## src/rtl/gate_access_controller_pkg.sv

```systemverilog
// ----------------------------------------------------------------------------
// gate_pkg
// Shared types for the gate access controller and its occupancy register.
//   state_t : controller FSM states
//   side_t  : which gate the round-robin pointer currently favours
//   max2    : helper used to size the shared gate/alarm window timer
// ----------------------------------------------------------------------------
package gate_pkg;

  typedef enum logic [2:0] {
    IDLE     = 3'd0,
    OPEN_IN  = 3'd1,
    OPEN_OUT = 3'd2,
    DENY     = 3'd3,
    COOLDOWN = 3'd4
  } state_t;

  typedef enum logic {
    SIDE_IN  = 1'b0,
    SIDE_OUT = 1'b1
  } side_t;

  function automatic int unsigned max2(input int unsigned a, input int unsigned b);
    return (a > b) ? a : b;
  endfunction

endpackage

```

## src/rtl/gate_access_controller_occupancy_reg.sv

```systemverilog
// ----------------------------------------------------------------------------
// occupancy_reg
// Occupancy counter shared by the entry and exit gates.
//   clk_i    : clock, rising edge
//   rst_ni   : asynchronous active-low reset (count -> 0)
//   inc_i    : add one occupant (only issued while not full)
//   dec_i    : remove one occupant (only issued while not empty)
//   pcount_o : registered occupancy
//   full_o   : pcount_o == CAPACITY
//   empty_o  : pcount_o == 0
// Flags are decoded from the registered count, so they always agree with
// pcount_o in the same cycle.
// ----------------------------------------------------------------------------
module occupancy_reg #(
  parameter int CAPACITY = 7,
  parameter int CNT_W    = 4
) (
  input  logic             clk_i,
  input  logic             rst_ni,
  input  logic             inc_i,
  input  logic             dec_i,
  output logic [CNT_W-1:0] pcount_o,
  output logic             full_o,
  output logic             empty_o
);

  logic [CNT_W-1:0] count_q;
  logic [CNT_W-1:0] count_d;

  // The controller never requests inc when full or dec when empty, so the
  // count cannot wrap and needs no clamping here.
  always_comb begin
    count_d = count_q;
    if (inc_i && !dec_i) begin
      count_d = count_q + CNT_W'(1);
    end else if (dec_i && !inc_i) begin
      count_d = count_q - CNT_W'(1);
    end
  end

  always_ff @(posedge clk_i or negedge rst_ni) begin
    if (!rst_ni) begin
      count_q <= '0;
    end else begin
      count_q <= count_d;
    end
  end

  assign pcount_o = count_q;
  assign full_o   = (count_q == CNT_W'(CAPACITY));
  assign empty_o  = (count_q == '0);

endmodule

```

## src/rtl/gate_access_controller.sv

```systemverilog
// ----------------------------------------------------------------------------
// gate_access_controller
// Arbitrates entry/exit requests against a shared occupancy count, opens the
// granted gate for GATE_CYCLES cycles, raises alarm for ALARM_CYCLES cycles on
// a deny, then spends one COOLDOWN cycle before looking at requests again.
//   clkup         : clock, rising edge
//   reset         : asynchronous active-low reset
//   entry_req     : level request, held until entry_ack / entry_deny
//   exit_req      : level request, held until exit_ack / exit_deny
//   entry_ack     : one-cycle grant pulse     exit_ack  : likewise for exit
//   entry_deny    : one-cycle pulse, full     exit_deny : one-cycle pulse, empty
//   gate_in_open  : entry gate actuator       gate_out_open : exit gate actuator
//   pcount        : current occupancy
//   full_flag     : pcount == CAPACITY        empty_flag : pcount == 0
//   alarm         : deny indicator            busy : FSM not in IDLE
// ----------------------------------------------------------------------------
module gate_access_controller
  import gate_pkg::*;
#(
  parameter int CAPACITY     = 7,
  parameter int CNT_W        = 4,
  parameter int GATE_CYCLES  = 4,
  parameter int ALARM_CYCLES = 2
) (
  input  logic             clkup,
  input  logic             reset,
  input  logic             entry_req,
  input  logic             exit_req,
  output logic             entry_ack,
  output logic             exit_ack,
  output logic             entry_deny,
  output logic             exit_deny,
  output logic             gate_in_open,
  output logic             gate_out_open,
  output logic [CNT_W-1:0] pcount,
  output logic             full_flag,
  output logic             empty_flag,
  output logic             alarm,
  output logic             busy
);

  // Timer counts from N-1 down to 0, so it only needs to hold the larger
  // window length minus one.
  localparam int unsigned WIN_MAX = max2(GATE_CYCLES, ALARM_CYCLES);
  localparam int TMR_W = (WIN_MAX > 1) ? $clog2(WIN_MAX) : 1;

  state_t           state_q, state_d;
  side_t            ptr_q, ptr_d;
  logic [TMR_W-1:0] timer_q, timer_d;
  logic             entry_ack_q, entry_ack_d;
  logic             exit_ack_q, exit_ack_d;
  logic             entry_deny_q, entry_deny_d;
  logic             exit_deny_q, exit_deny_d;
  logic             inc, dec;

  logic in_ok, out_ok, in_ref, out_ref;

  occupancy_reg #(
    .CAPACITY (CAPACITY),
    .CNT_W    (CNT_W)
  ) u_occupancy (
    .clk_i    (clkup),
    .rst_ni   (reset),
    .inc_i    (inc),
    .dec_i    (dec),
    .pcount_o (pcount),
    .full_o   (full_flag),
    .empty_o  (empty_flag)
  );

  assign in_ok   = entry_req && !full_flag;
  assign out_ok  = exit_req  && !empty_flag;
  assign in_ref  = entry_req &&  full_flag;
  assign out_ref = exit_req  &&  empty_flag;

  always_comb begin
    logic serve_in;
    logic serve_out;
    state_d      = state_q;
    ptr_d        = ptr_q;
    timer_d      = timer_q;
    entry_ack_d  = 1'b0;
    exit_ack_d   = 1'b0;
    entry_deny_d = 1'b0;
    exit_deny_d  = 1'b0;
    inc          = 1'b0;
    dec          = 1'b0;
    serve_in     = 1'b0;
    serve_out    = 1'b0;

    unique case (state_q)
      IDLE: begin
        if (in_ok && out_ok) begin
          serve_out = (ptr_q == SIDE_OUT);
          serve_in  = (ptr_q == SIDE_IN);
          ptr_d     = (ptr_q == SIDE_IN) ? SIDE_OUT : SIDE_IN;
        end else if (in_ok) begin
          serve_in = 1'b1;
          // A refused request on the other side keeps its turn.
          if (!exit_req) ptr_d = (ptr_q == SIDE_IN) ? SIDE_OUT : SIDE_IN;
        end else if (out_ok) begin
          serve_out = 1'b1;
          if (!entry_req) ptr_d = (ptr_q == SIDE_IN) ? SIDE_OUT : SIDE_IN;
        end else if (out_ref) begin
          state_d     = DENY;
          timer_d     = TMR_W'(ALARM_CYCLES - 1);
          exit_deny_d = 1'b1;
        end else if (in_ref) begin
          state_d      = DENY;
          timer_d      = TMR_W'(ALARM_CYCLES - 1);
          entry_deny_d = 1'b1;
        end

        if (serve_in) begin
          state_d     = OPEN_IN;
          timer_d     = TMR_W'(GATE_CYCLES - 1);
          inc         = 1'b1;
          entry_ack_d = 1'b1;
        end
        if (serve_out) begin
          state_d    = OPEN_OUT;
          timer_d    = TMR_W'(GATE_CYCLES - 1);
          dec        = 1'b1;
          exit_ack_d = 1'b1;
        end
      end

      OPEN_IN, OPEN_OUT, DENY: begin
        if (timer_q == '0) begin
          state_d = COOLDOWN;
        end else begin
          timer_d = timer_q - TMR_W'(1);
        end
      end

      COOLDOWN: state_d = IDLE;

      default: state_d = IDLE;
    endcase
  end

  always_ff @(posedge clkup or negedge reset) begin
    if (!reset) begin
      state_q      <= IDLE;
      ptr_q        <= SIDE_OUT;
      timer_q      <= '0;
      entry_ack_q  <= 1'b0;
      exit_ack_q   <= 1'b0;
      entry_deny_q <= 1'b0;
      exit_deny_q  <= 1'b0;
    end else begin
      state_q      <= state_d;
      ptr_q        <= ptr_d;
      timer_q      <= timer_d;
      entry_ack_q  <= entry_ack_d;
      exit_ack_q   <= exit_ack_d;
      entry_deny_q <= entry_deny_d;
      exit_deny_q  <= exit_deny_d;
    end
  end

  // Actuators follow the registered state, so they drop on the same edge as
  // the state change and clear immediately on reset.
  assign gate_in_open  = (state_q == OPEN_IN);
  assign gate_out_open = (state_q == OPEN_OUT);
  assign alarm         = (state_q == DENY);
  assign busy          = (state_q != IDLE);
  assign entry_ack     = entry_ack_q;
  assign exit_ack      = exit_ack_q;
  assign entry_deny    = entry_deny_q;
  assign exit_deny     = exit_deny_q;

endmodule

```

## config.mk

```make
export PLATFORM = sky130hd
export DESIGN_NAME = gate_access_controller
export DESIGN_NICKNAME = d
export VERILOG_FILES = /design/src/rtl/gate_access_controller_pkg.sv /design/src/rtl/gate_access_controller_occupancy_reg.sv /design/src/rtl/gate_access_controller.sv
export SDC_FILE = /design/constraint.sdc
export NUM_CORES = 1
export LEC_CHECK = 0
export CORE_ASPECT_RATIO = 1.4
export CORE_MARGIN = 1
export CORE_UTILIZATION = 35
export DETAILED_ROUTE_END_ITERATION = 16
export PLACE_DENSITY_LB_ADDON = 0.2
export SKIP_CTS_REPAIR_TIMING = 1
export SYNTH_ARGS = -nofsm -noshare
export SYNTH_HDL_FRONTEND = slang
export SYNTH_HIERARCHICAL = 1
export SYNTH_SLANG_ARGS = --single-unit
```

## constraint.sdc

```tcl
create_clock -name clkup -period 6.8 [get_ports clkup]
set_clock_uncertainty 0.2 [all_clocks]
set_input_delay 1.02 -clock clkup [delete_from_list [all_inputs] [get_ports clkup]]
set_output_delay 1.02 -clock clkup [all_outputs]
set_load 0.005 [all_outputs]
```

=== Word level (Yosys, flattened, before mapping) ===
Index checks and enable logic that the tools add are counted.

* Add/sub/neg operators: 3
* Eq/ne operators: 12
* Multiplexer cells: 48
* Bitwise gates (word level): 1
* Reduce and logical (&&, ||, !) cells: 22

{| class="wikitable"
|+ Operators with widths
! kind !! count
|-
| 1-bit 2-to-1 mux || 28
|-
| 3-bit 2-to-1 mux || 8
|-
| 2-bit 2-to-1 mux || 8
|-
| 4-bit != test, second input constant || 3
|-
| 4-bit 2-to-1 mux || 2
|-
| 1-bit logical AND || 7
|-
| 3-bit by 2-bit == test with 1-bit output, second input constant || 2
|-
| 3-bit case mux with 2 select lines || 1
|-
| 6-bit AND reduction || 1
|-
| 3-bit nonzero test || 2
|-
| 5-bit != test, second input constant || 1
|-
| 5-bit AND reduction || 1
|-
| 4-bit by 1-bit adder with 4-bit output, second input constant || 1
|-
| 4-bit by 3-bit == test with 1-bit output, second input constant || 1
|-
| 1-bit zero test || 4
|-
| 4-bit zero test || 1
|-
| 2-bit != test, second input constant || 2
|-
| 2-bit case mux with 2 select lines || 1
|-
| 4-bit AND reduction || 1
|-
| 2-bit nonzero test || 2
|-
| 4-bit by 1-bit subtractor with 4-bit output, second input constant || 1
|-
| 3-bit by 1-bit == test with 1-bit output, second input constant || 1
|-
| 3-bit zero test || 1
|-
| 3-bit by 1-bit != test with 1-bit output, second input constant || 1
|-
| other kinds (5) || 5
|}

* Register bits: 14
* Bits of input ports: 4
* Output and inout port bits: 14
* Word-level logic and storage cells: 94

=== Depth between registers and ports, before layout ===
* Depth in word-level cells: 12
* Gate-level depth with buffers: 10
* Depth with buffers taken out: 10

=== Hierarchy ===
Netlist, hierarchy kept.

{| class="wikitable"
|+ By module, submodules not included
! module !! instances !! cells each !! area an instance (um2) !! seq. area each (um2)
|-
| gate_access_controller || 1 || 47 || 519.2 || 251.5
|-
| occupancy_reg || 1 || 31 || 324.1 || 100.1
|}

=== Least setup slack after synthesis ===
Ideal clock, no wire load.

* Kind: register to register
* Start: register u_occupancy.count_q[0] (netlist: u_occupancy/pcount_o[0])
* End: register u_occupancy.count_q[3] (netlist: u_occupancy/pcount_o[3])
* Library setup time: 0.129 ns
* Arrival: 2.815 ns
* Data required time: 6.471 ns
* Setup slack: 3.656 ns
* Cell stages (with the launch flop): 10
* Path buffers: 0
* Clock period less this slack: 3.144 ns
* Cells stage by stage: dfrtp_1 > nor4_1 > and3b_1 > nor3_1 > ha_1 > inv_1 > ha_1 > or4_4 > o211ai_2 > o211ai_2

* Elaborated cells between the ends (all ways): 27
* Classes of those cells: add/sub (2); eq/ne (1); mux (13); reduce/logical (11)

{| class="wikitable"
|+ RTL lines
! what !! line !! RTL
|-
| start: declaration || gate_access_controller_occupancy_reg.sv:27 || <nowiki>logic [CNT_W-1:0] count_q;</nowiki>
|-
| start signal: assignment || gate_access_controller_occupancy_reg.sv:45 || <nowiki>count_q <= count_d;</nowiki>
|-
| 4-bit zero test * || gate_access_controller_occupancy_reg.sv:51 || <nowiki>assign empty_o = (count_q == '0);</nowiki>
|-
| net empty_flag || gate_access_controller.sv:37 || <nowiki>output logic empty_flag,</nowiki>
|-
| 1-bit zero test * || gate_access_controller.sv:72 || <nowiki>assign out_ok = exit_req && !empty_flag;</nowiki>
|-
| 1-bit logical AND * || gate_access_controller.sv:72 ||
|-
| 1-bit logical AND * || gate_access_controller.sv:93 || <nowiki>if (in_ok && out_ok) begin</nowiki>
|-
| 1-bit 2-to-1 mux * || gate_access_controller.sv:93 ||
|-
| 1-bit 2-to-1 mux * || gate_access_controller.sv:91 || <nowiki>unique case (state_q)</nowiki>
|-
| 1-bit 2-to-1 mux * (2 in series) || -- ||
|-
| net entry_ack_d || gate_access_controller.sv:50 || <nowiki>logic entry_ack_q, entry_ack_d;</nowiki>
|-
| 1-bit zero test || gate_access_controller_occupancy_reg.sv:36 || <nowiki>end else if (dec_i && !inc_i) begin</nowiki>
|-
| 1-bit logical AND || gate_access_controller_occupancy_reg.sv:36 ||
|-
| 2-bit nonzero test (no line) || -- ||
|}

The timed path passes the listed nets; every way through them passes the cells marked *. The select of a mux whose other input is x is not followed.
A chain may end at the register's enable or synchronous reset.

=== Worst setup path in the final report ===
* Start: input port exit_req
* End: register u_occupancy.count_q[3] (netlist: u_occupancy/pcount_o[3])

* Elaborated cells between the ends (all ways): 18
* Classes of those cells: mux (11); reduce/logical (7)

{| class="wikitable"
|+ RTL lines
! what !! line !! RTL
|-
| start: declaration || gate_access_controller.sv:28 || <nowiki>input logic exit_req,</nowiki>
|-
| 1-bit logical AND * || gate_access_controller.sv:72 ||
|-
| 1-bit logical AND * || gate_access_controller.sv:93 ||
|-
| 1-bit 2-to-1 mux * || gate_access_controller.sv:93 ||
|-
| 1-bit 2-to-1 mux * || gate_access_controller.sv:91 ||
|-
| 1-bit 2-to-1 mux * (2 in series) || -- ||
|-
| net entry_ack_d || gate_access_controller.sv:50 ||
|-
| 1-bit zero test || gate_access_controller_occupancy_reg.sv:36 ||
|-
| 1-bit logical AND || gate_access_controller_occupancy_reg.sv:36 ||
|-
| 2-bit nonzero test (no line) || -- ||
|}

Marks and branches as above.

==> metrics list <==
- Static timing analysis puts the maximum clock frequency at 0.279 GHz.
- For this run, the total global-route usage over all layers was measured as 0.144.
* RSZ-0062 raised after global routing: no
- Global-route wire length before repair: 2.71 mm
* Max-Slew Margin vs Limit: 0.516
- The layout has 218 filler cells.
- The first detailed-routing pass took 10 iterations.
- Top cell type by total area after synthesis: dfrtp_1
- met2 is the most crowded layer.
* Worst Path Class, Setup: in -> reg
* Final ANT Viol Nets: 0
* Number of placed I/O pins: 18
* End of the worst hold path: timer_q[1]
- Along the worst hold path, the cell count comes to 1.
- For met3 alone, demand over resource in global routing was 0.0211.
- Data on the critical path is required at its endpoint by 6760 ps.
* Max capacitance violation total: 0
* Total negative setup slack: 0 ps
- Met2 Track Usage GR: 0.245
- Remaining DRCs: 8
- Die Footprint: 2610 µm²
- Row count: 20
- Setup slack on the worst reg-to-reg path comes out at 3310 ps.
- Worst reg2reg endpoint: u_occupancy/pcount_o[3]
- Unique masters post-synth: 33
* Post-layout nets: 107
- For the worst-skew pair, the clock arrives at the later sink with an insertion delay of 270 ps.
- Yosys warning count: 6
- In the global route stage, met1 resource usage came out at 0.160.
* Placed wire-length estimate after detailed placement: 1.21 mm
- Synthesized area: 843 µm²
- In this run, synthesis produced a sequential element count of 14.
- Number of setup violations in the final report: 0
- Dividing the detail-routed wire length by the instance count gives 13.6 µm.
* Top cells by area, synth: dfrtp_1 39%, ha_1 5.9%, mux2_2 4.0%
- From bottom edge to top edge, the die measures 60.1 µm.
* Fraction of the yosys area taken by sequential cells: 0.417
- The worst register-to-register path has a depth of 9.
- Drt initial violations: 13
* Pin count of the biggest net entering global routing: 15
- Aggregate global routing overflow: 0
* Critical path peak fanout: 8
- Post-Route WL: 1.62 mm
- The worst-case IR drop observed on VDD is 196 µV.
- Routed via count: 666
- Clock transition at the registers of the reported paths: 80 ps
- Counting along the longest clock path gives a buffer depth of 2.
* Worst EP arrival: 3540 ps
* Final period util: 0.527
- Buffer cell driving the clock tree root: clkbuf_4
- Hold Startpoint: timer_q[1]
- The slowest stage of the critical path belongs to the cell clkdlybuf4s50_1.
- Pleak: 0.431 nW
- For the pin with the worst max-slew slack, the measured transition is 719 ps.
- Clock tree synthesis inserted a total of 3 buffers.
- Die width: 43.5 µm
* Critical Path Sink Type: flip-flop
* Clock sink count: 14
- Share of Yosys cell area claimed by the top area cell type: 0.386
* Number of antenna violations at the first check in global routing: 0
* Nets in the synthesized netlist: 87
* Final count of hold timing violations: 0
- Worst Setup Start Kind: primary input
- The completed layout was analyzed and its total power is 516 µW.
* Fraction of final layout cells sized beyond drive strength 1: 0.134
- The signal on the critical path passes through clkdlybuf4s50_1, and3b_1, nor3_1, ha_1, inv_1, ha_1, or4_4, o211ai_2, o211ai_2.
- RePlAce Congestion: 0.749
- Power spread over the standard cell area amounts to 486 nW/µm².
* Violations in the final reports: design-rule violations
- Vias per std cell: 5.60
* H-tree depth reported by CTS: 1
- Starting density of the core: 0.379
- A synthesized cell averages 10.8 µm².
- Primary flip-flop cell chosen by synthesis mapping: dfrtp_1
- Count of flip-flops with a built-in enable after synthesis: 0
* Fraction of registers with async set or reset after synthesis: 1.00
- Port buffering added 17 buffers.
- TritonCTS built the clock tree.
- Area growth from synthesis to layout: 25.8%
- Synthesis produced a netlist whose cell count is 78.
- The number of global-route vias before repair came to 620.
- Inserted Diodes: 0
- In this run the critical register-to-register path is launched from u_occupancy/pcount_o[0].
- Run status: finished with violations
- After layout, the minimum clock period comes to 3590 ps.
* Final Max Slew Viols: 0
- Delay of the slowest cell on the worst path: 540 ps
* Area of the core: 2230 µm²
* Worst min path class: reg -> reg
## metrics by stage
step,cell area (µm²),instances,utilization,hold slack (ps),setup WS [ps]
6_report,1060,119,0.476,325,3210
5_1_grt,1060,119,0.476,334,3080
4_1_cts,1060,119,0.476,332,3230
3_5_place_dp,1020,115,0.460,311,2940
3_3_place_gp,1020,115,0.460,291,2980
2_1_floorplan,843,78,-,281,3660
## report_power, final
part           internal, mW  total (mW)  leakage (nW)  switching [mW]
registers             0.121       0.167         0.174          0.0456
logic                 0.165       0.291         0.237           0.126
clock network        0.0325      0.0577        0.0210          0.0252
## critical path, delay by kind of cell
kind	cells	cell delay, ps
compound gates	2	170
fa+ha+maj	2	670
buf+inv	2	670
simple gates	3	1020
## layout by cell type, fill, tap and decap left out, types with 2 or more instances in the layout
| cell | netlist | final |
|---|---|---|
| o221ai_1 | 2 | 2 |
| clkbuf_4 | 0 | 3 |
| and3b_1 | 2 | 2 |
| ha_1 | 4 | 4 |
| or3_1 | 2 | 2 |
| o21a_1 | 2 | 2 |
| o21ai_0 | 2 | 2 |
| clkdlybuf4s50_1 | 0 | 17 |
| mux2_2 | 3 | 3 |
| dfrtp_1 | 13 | 13 |
| nand2b_1 | 4 | 4 |
| inv_1 | 4 | 4 |
| nand3_1 | 3 | 3 |
| o211ai_2 | 2 | 2 |
| nor3_1 | 4 | 4 |
| nor2_1 | 3 | 3 |
| nor3b_1 | 4 | 4 |
| a21oi_1 | 4 | 4 |
| nand2_1 | 3 | 3 |
| xnor2_1 | 2 | 2 |
## flip-flops by register name, summed over array words and instances (netlist names)
signal,flops
state_q,3
exit_ack,1
entry_deny,1
exit_deny,1
timer_q,2
ptr_q,1
entry_ack,1
u_occupancy/pcount_o,4
## how the worst max path moves through the flow
stage          depth (start not counted)                       to  slack [ps]                    start
5_1_grt                               10  u_occupancy/pcount_o[3]        3080                 exit_req
4_1_cts                                9  u_occupancy/pcount_o[3]        3230                 exit_req
2_1_floorplan                          9  u_occupancy/pcount_o[3]        3660  u_occupancy/pcount_o[0]
3_3_place_gp                           9  u_occupancy/pcount_o[3]        2980                entry_req
6_report                               9  u_occupancy/pcount_o[3]        3210                 exit_req
3_5_place_dp                           9  u_occupancy/pcount_o[3]        2940                 exit_req
## kinds of logic after synthesis
logic type / synth area share
AOI/OAI and AO/OA: 0.150
buffers and inverters: 0.0371
xor gates and xnor gates: 0.0312
DFF: 0.417
adders and majority gates: 0.0831
and+or+nand+nor: 0.230
muxes: 0.0519
## cell usage after synthesis (all sizes together), types with 2 or more instances
library cell,n
xnor2,2
a21oi,4
o21a,2
o221ai,2
dfrtp,13
o21ai,2
o211ai,2
nand2b,4
nor3,5
ha,4
or3,2
inv,4
mux2,3
nor3b,4
nand3,3
nand2,3
and3b,2
nor2,3
## per-layer routing
metal,up-vias,part of all wire
li1,325,-
met1,322,0.44
met2,17,0.50
met3,2,0.045
met4,0,0.017
met5,-,0
## area by class of cell
type | count | area, µm² | share of cell area
Timing Repair Buffer | 17 | 170 | 0.160
Sequential cell | 14 | 352 | 0.331
Multi-Input combinational cell | 58 | 460 | 0.434
Clock buffer | 4 | 36.3 | 0.0342
Inverter | 4 | 15.0 | 0.0142
Tap cell | 22 | 27.5 | 0.0259
No activity file was read; power rests on OpenSTA's default activity.
